[config.mk]
export PLATFORM = sky130hd
export DESIGN_NAME = fetch_stage
export DESIGN_NICKNAME = d
export VERILOG_FILES = /design/src/rtl/fetch_pkg.sv /design/src/rtl/fetch_fifo.sv /design/src/rtl/fetch_stage.sv
export SDC_FILE = /design/constraint.sdc
export NUM_CORES = 1
export LEC_CHECK = 0
export ABC_CLOCK_PERIOD_IN_PS = 2400
export CAP_MARGIN = 20
export CORE_MARGIN = 4
export CORE_UTILIZATION = 35
export DETAILED_ROUTE_END_ITERATION = 10
export PLACE_DENSITY = 0.65
export SLEW_MARGIN = 20
export SYNTH_ARGS = -nofsm -noshare
export SYNTH_HDL_FRONTEND = slang
export SYNTH_SLANG_ARGS = --single-unit
export TNS_END_PERCENT = 20
[constraint.sdc]
create_clock -name clk -period 2.4 [get_ports clk]
set_input_delay 0.48 -clock clk [delete_from_list [all_inputs] [get_ports clk]]
set_output_delay 0.48 -clock clk [all_outputs]
set_load 0.02 [all_outputs]
[src/rtl/fetch_pkg.sv]
// Shared types and constants for the instruction-fetch stage.
package fetch_pkg;
   localparam int INSTR_W = 32;
   localparam int PC_STEP = 4;

   typedef struct packed {
      logic [INSTR_W-1:0] instr;
      logic [31:0]        pc;
   } fetch_entry_t;
endpackage

[src/rtl/fetch_fifo.sv]
// Shift-register FIFO of fetched {instr, pc}; the head is always entry 0, so the
// consumer sees plain register outputs. Flush wins over push.
module fetch_fifo
   import fetch_pkg::*;
#(
   parameter int DEPTH = 2,
   parameter int CW    = $clog2(DEPTH + 1)
) (
   input  logic          clk,
   input  logic          rst_n,
   input  logic          push_i,
   input  fetch_entry_t  push_data_i,
   input  logic          pop_i,
   input  logic          flush_i,
   output logic [CW-1:0] count_o,
   output logic          valid_o,
   output fetch_entry_t  head_o
);
   fetch_entry_t  mem_q [DEPTH];
   fetch_entry_t  mem_d [DEPTH];
   logic [CW-1:0] count_q, count_d;
   logic          valid_q;

   always_comb begin
      mem_d   = mem_q;
      count_d = count_q;
      if (flush_i) begin
         count_d = '0;
      end else begin
         if (pop_i) begin
            for (int i = 0; i < DEPTH - 1; i++) mem_d[i] = mem_q[i + 1];
            count_d = count_q - 1'b1;
         end
         // The new word lands in the first slot left free after the pop.
         if (push_i) begin
            for (int i = 0; i < DEPTH; i++) begin
               if (count_d == CW'(i)) mem_d[i] = push_data_i;
            end
            count_d = count_d + 1'b1;
         end
      end
   end

   always_ff @(posedge clk or negedge rst_n) begin
      if (!rst_n) begin
         for (int i = 0; i < DEPTH; i++) mem_q[i] <= '0;
         count_q <= '0;
         valid_q <= 1'b0;
      end else begin
         for (int i = 0; i < DEPTH; i++) mem_q[i] <= mem_d[i];
         count_q <= count_d;
         valid_q <= (count_d != '0);
      end
   end

   assign count_o = count_q;
   assign valid_o = valid_q;
   assign head_o  = mem_q[0];
endmodule

[src/rtl/fetch_stage.sv]
// Instruction-fetch stage: owns the PC, issues word addresses to a synchronous
// instruction memory, and buffers tagged responses for decode.
module fetch_stage
   import fetch_pkg::*;
#(
   parameter logic [31:0] RESET_PC   = 32'h0000_0000,
   parameter int          FIFO_DEPTH = 2
) (
   input  logic               clk,
   input  logic               rst_n,
   output logic [31:0]        imem_addr,
   input  logic [INSTR_W-1:0] imem_instr,
   input  logic               br_valid,
   input  logic [31:0]        br_target,
   output logic               if_valid,
   input  logic               if_ready,
   output logic [INSTR_W-1:0] if_instr,
   output logic [31:0]        if_pc
);
   localparam int CW = $clog2(FIFO_DEPTH + 1);

   logic [31:0]   pc_q, pc_d;
   logic [31:0]   infl_pc_q, infl_pc_d;
   logic          infl_q, infl_d;
   logic [31:0]   issue_addr;
   logic          issue;
   logic          pop;
   logic [CW-1:0] fifo_count;
   logic          fifo_valid;
   fetch_entry_t  fifo_head;
   fetch_entry_t  push_entry;

   assign pop        = fifo_valid & if_ready;
   assign issue_addr = br_valid ? (br_target & ~32'h3) : pc_q;
   assign imem_addr  = {2'b00, issue_addr[31:2]};

   // Credit check: buffered plus in-flight words may never exceed the FIFO.
   // A redirect discards both, so it always has room to issue.
   assign issue = br_valid |
                  ((32'(fifo_count) + 32'(infl_q)) < (32'(FIFO_DEPTH) + 32'(pop)));

   always_comb begin
      pc_d      = pc_q;
      infl_pc_d = infl_pc_q;
      infl_d    = issue;
      if (issue) begin
         pc_d      = issue_addr + 32'(PC_STEP);
         infl_pc_d = issue_addr;
      end
   end

   always_ff @(posedge clk or negedge rst_n) begin
      if (!rst_n) begin
         pc_q      <= RESET_PC;
         infl_pc_q <= '0;
         infl_q    <= 1'b0;
      end else begin
         pc_q      <= pc_d;
         infl_pc_q <= infl_pc_d;
         infl_q    <= infl_d;
      end
   end

   assign push_entry.instr = imem_instr;
   assign push_entry.pc    = infl_pc_q;

   // A wrong-path response arriving during a redirect is dropped by the flush.
   fetch_fifo #(
      .DEPTH (FIFO_DEPTH),
      .CW    (CW)
   ) u_fifo (
      .clk         (clk),
      .rst_n       (rst_n),
      .push_i      (infl_q),
      .push_data_i (push_entry),
      .pop_i       (pop),
      .flush_i     (br_valid),
      .count_o     (fifo_count),
      .valid_o     (fifo_valid),
      .head_o      (fifo_head)
   );

   assign if_valid = fifo_valid;
   assign if_instr = fifo_head.instr;
   assign if_pc    = fifo_head.pc;
endmodule
=== Word-level counts from Yosys, hierarchy flattened ===
Index checks and enable logic that the tools add are counted.

* Word-level logic and storage cells: 31
* Bits of input ports: 68
* Register bits after elaboration: 196

* Add/subtract/negate cells: 5
* Eq/ne operators: 1
* Mux-type cells: 9
* Order comparisons: 1
* Reductions and logical operators: 3
* Bitwise gates (word level): 3

{| class="wikitable"
|+ Operators with widths
! cell !! count
|-
| two-way mux 64 bit || 3
|-
| two-way mux 128 bit || 1
|-
| adder 32 x 3 -> 32 bit, second input constant || 1
|-
| two-way mux 32 bit || 1
|-
| two-way mux 2 bit || 4
|-
| adder 2 x 1 -> 3 bit || 1
|-
| adder 2 x 1 -> 3 bit, first input constant || 1
|-
| < comparator 3 bit || 1
|-
| AND reduction 3 bit || 1
|-
| adder 2 x 1 -> 2 bit, second input constant || 1
|-
| equality test 2 x 1 -> 1 bit, second input constant || 1
|-
| zero test 2 bit || 1
|-
| nonzero test 2 bit || 1
|-
| subtractor 2 x 1 -> 2 bit, second input constant || 1
|-
| AND 1 bit || 1
|-
| inverter 1 bit || 1
|-
| OR 1 bit || 1
|}

=== Longest topological paths before layout ===
Gate-level depths: netlist of the first run.

* Word-level depth: 7
* Depth in mapped cells: 11
* Mapped depth without buffers: 8

=== Cells and area by module ===
From an unflattened synthesis of the first run, not the netlist that was laid out.

* Cell total of the unflattened synthesis: 916
* Area, all modules: 10189.8 sq um

{| class="wikitable"
|+ Modules (own cells, without submodules)
! module !! cells an instance !! area each (sq um) !! instances
|-
| fetch_fifo || 519 || 6452.4 || 1
|-
| fetch_stage || 397 || 3737.3 || 1
|}

=== Least setup slack after synthesis of the first run ===
No wires, ideal clock.

* Kind: input -> register
* Start: in br_valid
* End: reg pc_q[30]
* Library setup time: 0.095 ns
* Setup slack: -0.227 ns
* Arrival: 2.532 ns
* Cell stages on the path: 11
* Required time: 2.305 ns
* Buffers on the path: 4
* Cell sequence: buf_6 > buf_6 > buf_4 > buf_2 > mux2_2 > ha_1 > inv_1 > a211oi_4 > nand2_2 > o31a_1 > o31ai_1

* Word-level cells in the longest chain between the ends: 2
* Elaborated cells on any way between the ends: 3
* Classes of those cells: add/sub: 1; mux: 1; bitwise: 1

{| class="wikitable"
|+ Ends and longest elaborated chain
! item !! RTL line !! source
|-
| start, declared || fetch_stage.sv:13 || <nowiki>input logic br_valid,</nowiki>
|-
| two-way mux 32 bit || fetch_stage.sv:34 || <nowiki>assign issue_addr = br_valid ? (br_target & ~32'h3) : pc_q;</nowiki>
|-
| via imem_addr[0] || fetch_stage.sv:11 || <nowiki>output logic [31:0] imem_addr,</nowiki>
|-
| adder 32 x 3 -> 32 bit || fetch_stage.sv:47 || <nowiki>pc_d = issue_addr + 32'(PC_STEP);</nowiki>
|-
| end signal, assigned || fetch_stage.sv:58 || <nowiki>pc_q <= pc_d;</nowiki>
|-
| end, declared || fetch_stage.sv:22 || <nowiki>logic [31:0] pc_q, pc_d;</nowiki>
|}

The timed path passes the listed nets, and every way through them passes these cells.
A chain may end at the register's enable or synchronous reset.

=== Final worst setup path of the first run ===
* Start: in br_target[4]
* End: out imem_addr[2]

* Word-level cells in the longest chain between the ends: 1

{| class="wikitable"
|+ Ends and longest elaborated chain
! item !! RTL line !! source
|-
| start, declared || fetch_stage.sv:14 || <nowiki>input logic [31:0] br_target,</nowiki>
|-
| two-way mux 32 bit || fetch_stage.sv:34 ||
|-
| end, declared || fetch_stage.sv:11 ||
|}

No other way between the ends.

==> metrics.cfg, run 1 <==
[outcome]
status=finished clean

[power_and_ir_drop]
pwr-share-comb_pct=50.9
p_int_mw=10.9
power_frac_clock_pct=15.9
p_leak_nw=5.51
ir_worst_vdd_v=0.000638
p_switching_mw=6.89
p_per_area_nw_per_um2=1450
p_sw_share_pct=38.8
p_seq_share_pct=33.1

[critical_path]
cp.arrival_ps=1900
worstPathRequired_ps=1920
crit_fanout=2
critical_path_class=input port to output pin
critPathCaptureType=output pin
worst_setup_path_start_kind=input port

[synthesis]
syn_area_per_cell_sq_um=10.9
ys_warn_count=0
synth_top_area_share_pct=50.4
synth.largest_area_cell=dfrtp_1
yosysSeqAreaShare_pct=50.4
async_reset_ff_share_pct=100
syn_area_sq_um=9430
synth-main-ff-cell=dfrtp_1
netlist_top_cells_area=dfrtp_1 50%, mux2_2 9.8%, mux2i_1 8.2%
synthCells=863
synth_edf_count=0
yosysUniqueCellTypes=57
ys_seq_elements=190

[final_layout]
syn_to_final_growth_pct=30.0
insertedDiodeCount=0
nets=1091
fillers=2464
final_cell_area_sq_um=12300
drive_gt1_share_pct=22.4

[global_routing]
grt_pass1_vias=6734
grt_usage_pct=14.8
grt_pass1_wl_um=35300
grt_antenna_before_repair=0
grt_overflow=0
grt_max_degree=70

[placement]
placed_area_sq_um=11700
gp_congestion=0.820
dp_hpwl_um=16000
port_buffers=160

[floorplanning]
dieWidth_um=172
core_area_sq_um=26300
num_rows=59
start_util_pct=35.9
die_h_um=172
die_area_sq_um=29600
io_pins=165

[clock_network]
root_buffer=clkbuf_16
clk_pin_slew_ps=80
postCtsSetupRepairBufs=0
clkLatencyLatePin_ps=430
htreeDepth=4
cts_hold_buf=0
clock_sinks=190
tritoncts=done
cts_buffers=17
clock_path_buffers=2
cts_resized=0

[route]
route.detailed.drc=0
drt-total-wl_um=21700
vias=6674
ant_nets=0
dr.pass1.iters=5
viasPerCell=4.89
drtIter0Drc=401
wl_per_cell_um=15.9

[timing]
finalCriticalPeriod_ps=2380
slew_violations=0
final.period_utilization_pct=99.3
slew_headroom_pct=58.8
timing.fmax_mhz=420
tightest_slew_ps=618
rsz0062_at_grt=no
finalSetupViolCount=0
final.setup_skew_ps=14.6
hold_viol=0
hold_ws_ps=59.2

[hold_path]
hp-class=input port to asynchronous set/reset pin

[job]
cap_violations=0

==> path summary, 6_finish.rpt <==
check                                              from                            end  slack (ps)  cells past startpoint
setup / recovery                           br_target[4]                   imem_addr[2]          20                      4
hold / removal                                    rst_n  u_fifo.head_o[53]$_DFFE_PN0N_          60                      1
setup reg to reg                       infl_q$_DFF_PN0_           pc_q[23]$_DFFE_PN0P_         220                      8
hold reg to reg            u_fifo.mem_q[28]$_DFFE_PN0P_   u_fifo.mem_q[28]$_DFFE_PN0P_         490                      2
max in group asynchronous                         rst_n    u_fifo.mem_q[5]$_DFFE_PN0P_        1700                      2
min in group clk           u_fifo.mem_q[28]$_DFFE_PN0P_   u_fifo.mem_q[28]$_DFFE_PN0P_         490                      2
==> cells in the final DEF, fill, tap and decap left out, types with 4 or more instances in the layout <==
master and count:
a21oi_1 92, buf_12 20, buf_4 67, clkbuf_16 17, clkdlybuf4s50_1 157, dfrtp_1 190, ha_1 4, inv_1 15
inv_6 5, inv_8 4, mux2_2 80, mux2i_1 77, nand2_1 28, nand2b_1 5, nand3_1 13, nand3b_1 6
nand4_1 15, nand4_2 4, nor2_1 129, nor3_1 4, o21a_1 5, o21ai_0 6, o22ai_1 5, o31ai_1 6
xnor2_1 7, xor2_1 6
==> registers in the layout, indices dropped and copies added (netlist names) <==
| signal | cells |
|---|---|
| infl_q | 1 |
| u_fifo.count_o | 2 |
| u_fifo.valid_o | 1 |
| pc_q | 30 |
| u_fifo.mem_q | 62 |
| u_fifo.head_o | 64 |
| infl_pc_q | 30 |
==> kinds of logic (layout without fill, tap and decap cells) <==
group	count (synthesis)	after routing	synth area share [%]
buffers and inverters	128	295	8.30
xor gates and xnor gates	13	13	1.21
and+or+nand+nor	229	229	12.1
muxes	160	160	18.1
other	1	2	0.0398
DFF	190	190	50.4
adders and majority gates	5	5	0.664
AOI/OAI and AO/OA	137	137	9.11
==> cells in the mapped netlist (3+ instances only) <==
cell and count:
clkbuf_1 18, dfrtp_1 190, nand4_2 4, o21a_1 5, nand3b_1 6, mux2_2 82
buf_4 68, xnor2_1 7, inv_1 15, nand3_1 13, nor2_1 129, o22ai_1 5
nand2b_1 5, buf_1 4, buf_2 19, and3_1 3, a21oi_1 92, ha_1 5
nand4_1 15, buf_6 3, nand2_1 29, o31ai_1 6, o31a_1 3, nor3_1 4
mux2i_1 77, nor4_1 3, xor2_1 6, o21ai_0 6
==> stage by stage <==
stage / total power [mW] / util (%) / std cells / worst slack [ps] / TNS, ps
2_1_floorplan: 11.9 / - / 864 / 6.54 / 0
3_3_place_gp: 14.9 / 44.4 / 1334 / -109 / -8730
3_5_place_dp: 15.1 / 44.4 / 1334 / -141 / -11980
4_1_cts: 18.0 / 46.6 / 1366 / 47.3 / 0
5_1_grt: 19.0 / 46.6 / 1366 / 9.06 / 0
6_report: 17.7 / 46.6 / 1366 / 18.0 / 0
==> layer usage <==
layer / up-vias / wire length, um / track usage (%) / share of wire (%)
met1: 3211 / 10800 / 21.6 / 50
met4: 0 / 219 / 3.49 / 1.0
met2: 175 / 9580 / 22.5 / 44
li1: 3270 / - / - / -
met5: - / 0 / 0 / 0
met3: 18 / 1100 / 3.25 / 5.1
==> worst max-delay path, cell delays in order <==
cell	delay, ps
clkdlybuf4s50_1	540
mux2i_1	120
inv_1	130
clkdlybuf4s50_1	620
==> power groups by stage <==
stage,combinational (mW),sequential [mW],clock (mW)
floorplan,6.22,5.64,0
global placement,9.00,5.88,0
detailed placement,9.13,5.96,0
CTS,9.17,5.90,2.91
global route,9.87,6.11,3.04
finish,9.04,5.88,2.82
==> cell type report <==
class,count,area [sq um],area share (%)
Clock inverter,15,164,1.34
Clock buffer,17,425,3.47
Inverter,16,60.1,0.490
Timing Repair Buffer,247,2510,20.4
Tap cell,335,419,3.42
Sequential cell,190,4750,38.8
Multi-Input combinational cell,546,3930,32.0
Note: power is estimated with default switching activity, not from simulation.
==> run 2: changes to the inputs <==
--- a/config.mk
+++ b/config.mk
@@ -9,7 +9,9 @@
 export CAP_MARGIN = 20
 export CORE_MARGIN = 4
 export CORE_UTILIZATION = 35
+export CTS_CLUSTER_SIZE = 40
 export DETAILED_ROUTE_END_ITERATION = 10
+export GPL_ROUTABILITY_DRIVEN = 0
 export PLACE_DENSITY = 0.65
 export SLEW_MARGIN = 20
 export SYNTH_ARGS = -nofsm -noshare
==> results of run 2 <==
No change in the layout: final DEF, timing and power equal those of run 1.
